File: src/rtl/alu_result_buffer.sv
`default_nettype none
// ============================================================================
// Module   : alu_result_buffer
// Purpose  : 2-entry skid buffer for ALU results and flags ahead of writeback.
//            Define ALU_RESULT_FWD_EN to add the pending-result lookup port.
// Revision : 1.0 - initial release
// ============================================================================
module alu_result_buffer #(
    parameter int DATA_WIDTH     = 32,
    parameter int REG_ADDR_WIDTH = 5
) (
    input  logic                      clk,
    input  logic                      rst_n,
    input  logic                      flush,
    input  logic                      in_valid,
    output logic                      in_ready,
    input  logic [DATA_WIDTH-1:0]     in_result,
    input  logic                      in_zero,
    input  logic                      in_carry,
    input  logic                      in_overflow,
    input  logic [REG_ADDR_WIDTH-1:0] in_rd,
    input  logic                      in_we,
    output logic                      out_valid,
    input  logic                      out_ready,
    output logic [DATA_WIDTH-1:0]     out_result,
    output logic                      out_zero,
    output logic                      out_carry,
    output logic                      out_overflow,
    output logic [REG_ADDR_WIDTH-1:0] out_rd,
    output logic                      out_we,
    output logic [1:0]                occupancy
`ifdef ALU_RESULT_FWD_EN
    ,
    input  logic [REG_ADDR_WIDTH-1:0] fwd_rs,
    output logic                      fwd_hit,
    output logic [DATA_WIDTH-1:0]     fwd_data
`endif
);

    // Entry layout, LSB first: we, rd, overflow, carry, zero, result
    localparam int ENTRY_W = DATA_WIDTH + REG_ADDR_WIDTH + 4;

    localparam logic [1:0] OCC_EMPTY = 2'd0;
    localparam logic [1:0] OCC_ONE   = 2'd1;
    localparam logic [1:0] OCC_FULL  = 2'd2;

    logic [ENTRY_W-1:0] head_q, head_d;
    logic [ENTRY_W-1:0] skid_q, skid_d;
    logic [1:0]         occ_q, occ_d;
    logic [ENTRY_W-1:0] in_entry;
    logic               in_we_eff;
    logic               do_accept;
    logic               do_release;

    // Writes to x0 are neutralised at capture so they are never seen downstream
    assign in_we_eff = in_we && (in_rd != '0);
    assign in_entry  = {in_result, in_zero, in_carry, in_overflow, in_rd, in_we_eff};

    assign in_ready   = (occ_q != OCC_FULL);
    assign out_valid  = (occ_q != OCC_EMPTY);
    assign occupancy  = occ_q;
    assign do_accept  = in_valid && in_ready;
    assign do_release = out_valid && out_ready;

    assign {out_result, out_zero, out_carry, out_overflow, out_rd, out_we} = head_q;

    always_comb begin
        head_d = head_q;
        skid_d = skid_q;
        occ_d  = occ_q;
        if (flush) begin
            occ_d = OCC_EMPTY;
        end else begin
            case (occ_q)
                OCC_EMPTY: begin
                    if (do_accept) begin
                        head_d = in_entry;
                        occ_d  = OCC_ONE;
                    end
                end
                OCC_ONE: begin
                    if (do_accept && !do_release) begin
                        skid_d = in_entry;
                        occ_d  = OCC_FULL;
                    end else if (do_accept && do_release) begin
                        head_d = in_entry;
                    end else if (do_release) begin
                        occ_d = OCC_EMPTY;
                    end
                end
                OCC_FULL: begin
                    if (do_release) begin
                        head_d = skid_q;
                        occ_d  = OCC_ONE;
                    end
                end
                default: occ_d = OCC_EMPTY;
            endcase
        end
    end

    always_ff @(posedge clk or negedge rst_n) begin
        if (!rst_n) begin
            head_q <= '0;
            skid_q <= '0;
            occ_q  <= OCC_EMPTY;
        end else begin
            head_q <= head_d;
            skid_q <= skid_d;
            occ_q  <= occ_d;
        end
    end

`ifdef ALU_RESULT_FWD_EN
    logic hit_head;
    logic hit_skid;

    // Skid holds the younger entry, so it wins when both match
    always_comb begin
        hit_head = (occ_q != OCC_EMPTY) && head_q[0] && (head_q[REG_ADDR_WIDTH:1] == fwd_rs);
        hit_skid = (occ_q == OCC_FULL) && skid_q[0] && (skid_q[REG_ADDR_WIDTH:1] == fwd_rs);
        fwd_hit  = hit_head || hit_skid;
        if (hit_skid) begin
            fwd_data = skid_q[ENTRY_W-1 -: DATA_WIDTH];
        end else if (hit_head) begin
            fwd_data = head_q[ENTRY_W-1 -: DATA_WIDTH];
        end else begin
            fwd_data = '0;
        end
    end
`endif

endmodule
`default_nettype wire

File: config.mk
export PLATFORM = sky130hd
export DESIGN_NAME = alu_result_buffer
export DESIGN_NICKNAME = d
export VERILOG_FILES = /design/src/rtl/alu_result_buffer.sv
export SDC_FILE = /design/constraint.sdc
export NUM_CORES = 1
export LEC_CHECK = 0
export ABC_AREA = 1
export CAP_MARGIN = 40
export CORE_AREA = 2 2 107 109
export CTS_CLUSTER_DIAMETER = 150
export DETAILED_ROUTE_END_ITERATION = 8
export DIE_AREA = 0 0 109 111
export HOLD_SLACK_MARGIN = 0.03
export MAX_ROUTING_LAYER = met4
export PLACE_DENSITY = 0.6
export SYNTH_ARGS = -nofsm -noshare
export SYNTH_HDL_FRONTEND = slang
export SYNTH_SLANG_ARGS = --single-unit
File: constraint.sdc
create_clock -name clk -period 2.3 [get_ports clk]
set_input_delay 0.345 -clock clk [delete_from_list [all_inputs] [get_ports clk]]
set_output_delay 0.345 -clock clk [all_outputs]
set_load 0.005 [all_outputs]
==> key figures <==
Run status
  – Status: complete, no violations

Timing
  – Worst-Margin Slew: 0.502 ns
  – Period minus WS final: 1.86 ns
  – Fin. Hold Viols: 0
  – Fmax: 536 MHz
  – Max_slew headroom: 0.665
  – RSZ-0062 raised after global routing: false
  – Setup TNS: 0 ns
  – Setup Skew: 0.00759 ns
  – Period utilisation layout: 0.811
  – Fin. max-slew vios: 0
  – Setup violations, final: 0

Yosys
  – Simple-gate share of the synthesized area: 0.233
  – Multiplexer share of the synthesized area: 0
  – Largest family of logic cells by synthesized area: simple AND/OR/NAND/NOR gates
  – Syn_nets: 516
  – Ys flop type: dfrtp_1
  – Cells after Synth: 470
  – Avg Cell Area, Syn: 8.02 µm²
  – YS warnings: 0
  – Post-synthesis compound-gate area fraction: 0.114
  – Top-count cell post-synth: nand2_1
  – Number of synthesized flops with an enable pin: 0
  – Register area share after synthesis: 0.558
  – Post-synth ARST share: 1.00
  – Largest area contributor in the netlist: dfrtp_1
  – Top-area cell type share of the netlist area: 0.558
  – Syn Std Cell Area: 3770 µm²
  – Post-synth cell types: 19
  – Post-synthesis xor/xnor area fraction: 0
  – Synth Register Bits: 84
  – Adder-cell share of the synthesized area: 0
  – Most area-consuming cells after synthesis: dfrtp_1, nand2_1, o21ai_0
  – Post-synth top cells: nand2_1, dfrtp_1, o21ai_0

Placement
  – RD Place Congestion: 0.888
  – Post-DP HPWL: 5610 µm
  – Port bufs: 90

Floorplan
  – Standard-cell rows: 39
  – Die ar.: 12,100 µm²
  – Die W: 109 µm
  – Ports: 91
  – Core ar.: 11,100 µm²
  – Chip height: 111 µm
  – Initial Util: 0.340

Pwr
  – Overall Power: 4.53 mW
  – Peak VDD IR: 312 µV
  – P per Cell Area: 895 nW/µm²
  – Lkg Pwr: 2.50 nW

Global routing
  – Largest net degree at the start of global routing: 55
  – Gr usage total: 0.150
  – Initial antenna violation count: 0
  – Vias in the first global route: 2,962
  – Aggregate global routing overflow: 0
  – First-pass GRT wire length: 14,000 µm

Critical path
  – CP Cell Sequence: inv_2, nand2_2, clkdlybuf4s50_1
  – Kind of end point of the critical path: output port
  – Crit path buf inv count: 2
  – Crit-path leading delay family: buffers and inverters
  – Setup CP Type: reg -> out
  – Startpoint Class: flop
  – Slowest stage delay, CP: 0.54 ns
  – Critical Path RT: 1.96 ns
  – Critical path arrival: 1.52 ns
  – Crit-path slowest cell: clkdlybuf4s50_1
  – Critical path peak fanout: 6

Drt
  – DRT iter0 DRCs: 175
  – Vias/cell: 4.49
  – DRT antenna net count: 0
  – Wire per inst: 11.8 µm
  – Final wirelength: 8270 µm
  – TritonRoute pass-1 iters: 6
  – DR vias: 3,152
  – DRC: 0

Clock tree
  – Cts repair resizes: 0
  – Worst-path clk slew: 0.06 ns
  – CTS tree: done
  – H-tree Lvls: 3
  – Clock Tree Buf Depth: 2
  – Total CTS buffers: 9
  – CTS Sinks: 84
  – Worst skew pair latency: 0.33 ns
  – Root buf cell: clkbuf_16

Finish
  – Area Growth Syn to Fin: 34.4%
  – Diode count: 0
  – # fillers: 1,087
  – Final nets: 600
  – Layout cells sized above 1: 0.0501

Worst hold path
  – Hold Path Class: reg -> reg

Run
  – Max-Cap Viols: 0
==> layer usage <==
metal,routed length [µm],vias up,GRT usage,part of all wire
li1,-,1612,-,-
met1,3960,1455,0.202,0.48
met2,3820,74,0.227,0.46
met3,385,11,0.0282,0.047
met4,101,0,0.0504,0.012
met5,0,-,-,0
==> cell usage in the layout, fill, tap and decap left out <==
master	instances
nand4_1	1
clkinv_4	1
clkdlybuf4s50_1	89
nand2_2	1
inv_2	2
clkinvlp_4	1
buf_4	6
nor2_4	2
dlygate4sd3_1	1
dfrtp_1	84
o21ai_1	13
bufinv_16	1
nand2_1	211
a21oi_1	1
buf_12	2
clkbuf_16	9
clkbuf_1	3
inv_4	1
nand3_1	4
o211ai_1	1
nand4_2	1
nor2_1	5
inv_1	48
clkbuf_8	1
o21ai_0	70
==> power by group <==
group          total, mW  switching, mW  leakage [nW]  internal (mW)
Combinational       1.06          0.489          1.33          0.568
Clock               1.42          0.542         0.140          0.874
Sequential          2.06          0.164          1.02           1.90
Total               4.53           1.19          2.50           3.34
==> kinds of logic after synthesis <==
group | count (synthesis)
AO/OA/AOI/OAI | 85
flip-flops | 84
buffers and inverters | 76
AND/OR/NAND/NOR | 225
==> stage by stage <==
stage	worst slack, ns	cell area, µm²	hold slack (ns)	util	std cells
6_report	0.435	5060	0.467	0.457	702
5_1_grt	0.357	5060	0.497	0.457	702
4_1_cts	0.425	5060	0.473	0.457	702
3_5_place_dp	0.417	4760	0.356	0.429	685
3_3_place_gp	0.488	4760	0.351	0.429	685
2_1_floorplan	1.03	3770	0.0494	-	470
==> layout make-up <==
cell class | instances | area (µm²) | area share
Sequential cell | 84 | 2100 | 0.415
Tap cell | 143 | 179 | 0.0353
Multi-Input combinational cell | 310 | 1310 | 0.258
Clock buffer | 13 | 250 | 0.0494
Clock inverter | 3 | 46.3 | 0.00914
Inverter | 51 | 194 | 0.0383
Timing Repair Buffer | 98 | 986 | 0.195
==> flip-flops by register name (all words and copies together) (netlist names) <==
name and count:
skid_q 41, occupancy 2, head_q 41
==> final timing paths <==
kind	startpoint	end	slack, ns	cells past startpoint
min in group asynchronous	rst_n	head_q[40]	0.53	2
min	head_q[1]	head_q[1]	0.47	2
max	occupancy[0]	in_ready	0.44	3
max reg2reg	occupancy[0]	head_q[2]	0.74	8
min reg2reg	head_q[1]	head_q[1]	0.47	2
max in group asynchronous	rst_n	skid_q[24]	1.15	3
==> worst register-to-register path: cells and delay by family, from the launching register on <==
kind                   cells  cell delay (ns)
DFF                        1             0.45
buffers and inverters      2             0.46
and+or+nand+nor            6             0.60
==> timing repair <==
item,CTS,global route
hold buffers,1,0
buffers inserted,0,0
hold endpoints to repair,36,0
No activity file was read; power rests on OpenSTA's default activity.
